<file path="config.mk">
export PLATFORM = sky130hd
export DESIGN_NAME = muldiv_unit
export DESIGN_NICKNAME = d
export VERILOG_FILES = /design/src/rtl/muldiv_unit.sv
export SDC_FILE = /design/constraint.sdc
export NUM_CORES = 2
export LEC_CHECK = 0
export BUFFER_PORTS_ARGS = -buffer_cell sky130_fd_sc_hd__clkbuf_2
export CORE_MARGIN = 4
export CORE_UTILIZATION = 60
export CTS_BUF_LIST = sky130_fd_sc_hd__clkbuf_8 sky130_fd_sc_hd__clkbuf_16
export CTS_CLUSTER_DIAMETER = 150
export CTS_CLUSTER_SIZE = 24
export DETAILED_ROUTE_END_ITERATION = 7
export GPL_TIMING_DRIVEN = 0
export MAX_ROUTING_LAYER = met4
export PLACE_DENSITY = 0.8
export SLEW_MARGIN = 20
export SYNTH_ARGS = -nofsm -noshare
export SYNTH_HDL_FRONTEND = slang
export SYNTH_SLANG_ARGS = --single-unit
</file>
<file path="constraint.sdc">
create_clock -name clk_i -period 8.35 [get_ports clk_i]
set_clock_uncertainty 0.1 [all_clocks]
set_input_delay 1.67 -clock clk_i [delete_from_list [all_inputs] [get_ports clk_i]]
set_output_delay 1.67 -clock clk_i [all_outputs]
set_load 0.02 [all_outputs]
</file>
<file path="src/rtl/muldiv_unit.sv">
// Multi-cycle HI/LO multiply/divide unit for the EX stage; owns the HI/LO registers
// and raises stall while a dependent HI/LO instruction waits in ID.
module muldiv_unit #(
  parameter int unsigned MUL_CYCLES = 4,
  parameter int unsigned WIDTH      = 32
) (
  input  logic             clk_i,
  input  logic             rst_i,
  input  logic             start_i,
  input  logic [1:0]       op_i,
  input  logic [WIDTH-1:0] a_i,
  input  logic [WIDTH-1:0] b_i,
  input  logic             hi_we_i,
  input  logic             lo_we_i,
  input  logic [WIDTH-1:0] wdata_i,
  input  logic             rd_req_i,
  input  logic             cancel_i,
  output logic             busy_o,
  output logic             stall_o,
  output logic [WIDTH-1:0] hi_o,
  output logic [WIDTH-1:0] lo_o
);

  localparam int unsigned CntMax = (MUL_CYCLES > WIDTH + 1) ? MUL_CYCLES : WIDTH + 1;
  localparam int unsigned CntW   = $clog2(CntMax + 1);

  typedef enum logic [1:0] {StIdle, StMul, StDiv, StFix} state_e;

  state_e           state_q, state_d;
  logic [CntW-1:0]  cnt_q, cnt_d;
  logic             sgn_q, sgn_d;      // signed variant (MULT/DIV)
  logic [WIDTH-1:0] a_q, a_d, b_q, b_d;
  logic [WIDTH-1:0] rem_q, rem_d, quo_q, quo_d, dvs_q, dvs_d;
  logic [WIDTH-1:0] hi_q, hi_d, lo_q, lo_d;

  logic             a_neg_in, b_neg_in;
  logic [2*WIDTH-1:0] prod;
  logic [WIDTH:0]   rem_sh;
  logic [WIDTH-1:0] rem_sub;
  logic             rem_ge;
  logic             q_neg, r_neg;

  assign a_neg_in = ~op_i[0] & a_i[WIDTH-1];
  assign b_neg_in = ~op_i[0] & b_i[WIDTH-1];

  // Sign-extending to 2*WIDTH makes one unsigned multiply correct for both variants.
  assign prod = {{WIDTH{sgn_q & a_q[WIDTH-1]}}, a_q} * {{WIDTH{sgn_q & b_q[WIDTH-1]}}, b_q};

  // Restoring divide step; the low WIDTH bits of the difference are exact when rem_ge.
  assign rem_sh  = {rem_q, quo_q[WIDTH-1]};
  assign rem_sub = rem_sh[WIDTH-1:0] - dvs_q;
  assign rem_ge  = rem_sh >= {1'b0, dvs_q};

  assign q_neg = sgn_q & (a_q[WIDTH-1] ^ b_q[WIDTH-1]);
  assign r_neg = sgn_q & a_q[WIDTH-1];

  // Next-state and HI/LO update logic.
  always_comb begin
    state_d = state_q;
    cnt_d   = cnt_q;
    sgn_d   = sgn_q;
    a_d     = a_q;
    b_d     = b_q;
    rem_d   = rem_q;
    quo_d   = quo_q;
    dvs_d   = dvs_q;
    hi_d    = hi_q;
    lo_d    = lo_q;
    unique case (state_q)
      StIdle: begin
        if (start_i && !cancel_i) begin
          // start wins over a same-cycle MTHI/MTLO
          state_d = op_i[1] ? StDiv : StMul;
          cnt_d   = '0;
          sgn_d   = ~op_i[0];
          a_d     = a_i;
          b_d     = b_i;
          rem_d   = '0;
          quo_d   = a_neg_in ? -a_i : a_i;
          dvs_d   = b_neg_in ? -b_i : b_i;
        end else if (!cancel_i) begin
          if (hi_we_i) hi_d = wdata_i;
          if (lo_we_i) lo_d = wdata_i;
        end
      end
      StMul: begin
        cnt_d = cnt_q + 1'b1;
        if (cnt_q == CntW'(MUL_CYCLES - 1)) begin
          state_d = StIdle;
          if (!cancel_i) {hi_d, lo_d} = prod;
        end
      end
      StDiv: begin
        rem_d = rem_ge ? rem_sub : rem_sh[WIDTH-1:0];
        quo_d = {quo_q[WIDTH-2:0], rem_ge};
        cnt_d = cnt_q + 1'b1;
        if (cnt_q == CntW'(WIDTH - 1)) state_d = StFix;
      end
      StFix: begin
        state_d = StIdle;
        if (!cancel_i) begin
          if (b_q == '0) begin
            lo_d = '1;
            hi_d = a_q;
          end else begin
            lo_d = q_neg ? -quo_q : quo_q;
            hi_d = r_neg ? -rem_q : rem_q;
          end
        end
      end
      default: state_d = StIdle;
    endcase
    if (cancel_i && state_q != StIdle) state_d = StIdle;
  end

  // State and datapath registers with synchronous reset.
  always_ff @(posedge clk_i) begin
    if (rst_i) begin
      state_q <= StIdle;
      cnt_q   <= '0;
      sgn_q   <= 1'b0;
      a_q     <= '0;
      b_q     <= '0;
      rem_q   <= '0;
      quo_q   <= '0;
      dvs_q   <= '0;
      hi_q    <= '0;
      lo_q    <= '0;
    end else begin
      state_q <= state_d;
      cnt_q   <= cnt_d;
      sgn_q   <= sgn_d;
      a_q     <= a_d;
      b_q     <= b_d;
      rem_q   <= rem_d;
      quo_q   <= quo_d;
      dvs_q   <= dvs_d;
      hi_q    <= hi_d;
      lo_q    <= lo_d;
    end
  end

  assign busy_o  = (state_q != StIdle);
  assign stall_o = busy_o & (start_i | rd_req_i | hi_we_i | lo_we_i);
  assign hi_o    = hi_q;
  assign lo_o    = lo_q;

endmodule

</file>
==> flow_metrics.tcl <==
set metrics [dict create \
    run_status "finished clean" \
    cts_tree "yes" \
    tightest_slew_ps 1210 \
    ys_types 80 \
    clk_latency_ps 530 \
    crit_required_ps 8710 \
    coreArea_mm2 0.0868 \
    layout_commonest_cell "inv_1" \
    combPwrFrac_pct 66.3 \
    timing.final.crit_share_pct 99.2 \
    start_util_pct 60.5 \
    synth_nets 7684 \
    hold_violations 0 \
    vdd.ir_drop.worst_mv 0.199 \
    hold_path.class "reg2reg" \
    avgRoutedWirePerCell_um 28.6 \
    die_height_um 304 \
    power_density_mw_per_mm2 129 \
    fp.dieW_um 304 \
    io_pins 171 \
    setup_viol 0 \
    maxCapViolations 0 \
    yosys-top-cells-area "fa_1, dfxtp_1, inv_1" \
    grt_max_degree 25 \
    p_leak_uw 0.0272 \
    die_area_mm2 0.0922 \
    drc_errors 0 \
    drt-pass1-iter-count 6 \
    dpl_cell_area_mm2 0.0548 \
    max_clock_freq_mhz 121 \
    avgSynthCellArea_um2 8.46 \
    synth_edf_count 0 \
    worstPathMaxFanout 10 \
    final_nets 7883 \
    cpLargestDelayFamily "adder cells" \
    synth_top_cell_by_area "fa_1" \
    hpwlAfterDp_um 180000 \
    antenna_found_initial 24 \
    crit_arrival_ps 8640 \
    p_int_uw 3170 \
    clockRootBuffer "clkbuf_16" \
    h-tree-depth 1 \
    seqPwrFrac_pct 24.2 \
    worst_setup_path_end_kind "flip-flop" \
    syn2layout_area_growth_pct 9.23 \
    post-route-util_pct 66.1 \
    routed_via_density 6.20 \
    drive_above_1_share_pct 10.4 \
    numPortBuffers 170 \
    cts_hold_repair.buffers 0 \
    switching_share_pct 57.1 \
    synthDominantCellAreaShare_pct 43.0 \
    fp-row-count 108 \
    syn_inst 6199 \
    gp_congestion 1.09 \
    path_buf_inv 6 \
    clockBufferDepth 3 \
    drv_slew 0 \
    gr-total-overflow 0 \
    seq_area_frac_synth_pct 8.85 \
    crit_path_top_delay_cell "or4_4" \
    period_needed_ps 8290 \
    synthArstFlopShare_pct 0 \
    most-common-layout-cells "inv_1, fa_1, nand2_1" \
    yosysWarnings 0 \
    stdcell_area_mm2 0.0573 \
    dr.first_iter.drc_count 5808 \
    numCtsBuffers 13 \
    grt_pass1_vias 47200 \
    wl_um 217000 \
    clkTransAtPathRegs_ps 100 \
    grt_pass1_wl_um 314000 \
    synth_area_mm2 0.0525 \
    startpoint_type "flip-flop" \
    worst-setup-path-type "reg2reg" \
    drtAntennaViolNets 0 \
    grtUsageTotal_pct 48.0 \
    crit_top_cell "fa_1" \
    synth_ff_type "dfxtp_1" \
    synth-seq-cells 232 \
    cts.sinks 232 \
    rsz0062_at_grt "yes" \
    switchingPower_uw 4220 \
    slowest_delay_ps 630 \
    clockPowerShare_pct 9.5 \
    via_count 47000 \
    slew_headroom_pct 19.0 \
]
[final cells by class]
class | instances | area, µm²
clock buffer | 13 | 325
tap | 1155 | 1450
fill | 7357 | 29400
buffer | 339 | 2210
multi-input combinational | 4367 | 42400
sequential | 232 | 4820
antenna | 28 | 70.1
timing repair buffer | 252 | 1520
clock inverter | 2 | 17.5
inverter | 1193 | 4500
[registers in the layout, indices dropped and copies added, names as in the netlist]
name,count
a_q,32
b_q,32
hi_o,32
lo_o,32
quo_q,32
rem_q,32
dvs_q,31
cnt_q,6
state_q,2
sgn_q,1
[routing by layer]
layer  track usage, %  vias up  wire (µm)
met4             30.8        0      19100
met2             67.6     3339      91100
met1             59.1    23400      76900
met5                -        -          0
li1                 -    19400          -
met3             16.3      926      29900
[worst min-delay path: stages (launching register included)]
cell and delay, ps:
dfxtp_1 330, nand2_1 60, a21oi_1 50
[final timing paths]
path,from,end,slack (ps),depth (start not counted)
worst max-delay path,b_q[31],hi_o[27],60,25
worst min-delay path,dvs_q[21],dvs_q[21],370,2
worst max register to register,b_q[31],hi_o[27],60,25
worst min register to register,dvs_q[21],dvs_q[21],370,2
[synth_stat cells, types with 21 or more instances]
library cell and instances:
nor3_1 57, o21bai_1 24, a31oi_1 23, nand2_1 1075
a311oi_1 27, or3_1 24, o211ai_1 33, and3_1 33
clkbuf_1 387, a21o_1 61, xor2_1 84, nor4_1 26
nor2_1 229, nand4_1 30, a211oi_1 58, a21oi_1 263
fa_1 1126, ha_1 254, dfxtp_1 232, nand3_1 40
and2_1 352, mux2i_1 21, xnor2_1 117, inv_1 1192
o21ai_0 178
[power groups by stage]
stage	registers [µW]	clock network [µW]	logic, µW
2_1_floorplan	1650	0	2690
3_3_place_gp	1640	0	4580
3_5_place_dp	1640	0	4630
4_1_cts	1740	699	4640
5_1_grt	1770	738	5150
6_report	1780	703	4900
[stage by stage]
step	setup slack, ps	hold slack [ps]	power, µW	TNS (ps)	std cells
5_1_grt	-70.1	397	7660	-126	7570
6_report	63.2	374	7380	0	7581
2_1_floorplan	44.8	332	4340	0	6199
4_1_cts	3.15	373	7080	0	7523
3_3_place_gp	-1950	342	6220	-56120	7524
3_5_place_dp	-1920	359	6270	-54930	7524
[cells by family after synthesis]
| family | count (synthesis) | synth area share, % |
|---|---|---|
| mux | 21 | 0.401 |
| fa+ha+maj | 1380 | 49.0 |
| compound gates | 821 | 9.99 |
| flops | 232 | 8.85 |
| simple gates | 1944 | 16.9 |
| buf+inv | 1600 | 11.5 |
| xor+xnor | 201 | 3.36 |
[what timing repair did]
| action | 4_1_cts | 5_1_grt |
|---|---|---|
| pin swaps | 32 | 45 |
| setup endpoints to repair | 44 | 32 |
| cloned | 0 | 0 |
| buffers inserted | 44 | 39 |
| resized for setup | 489 | 165 |
(Power assumes the default switching activity.)
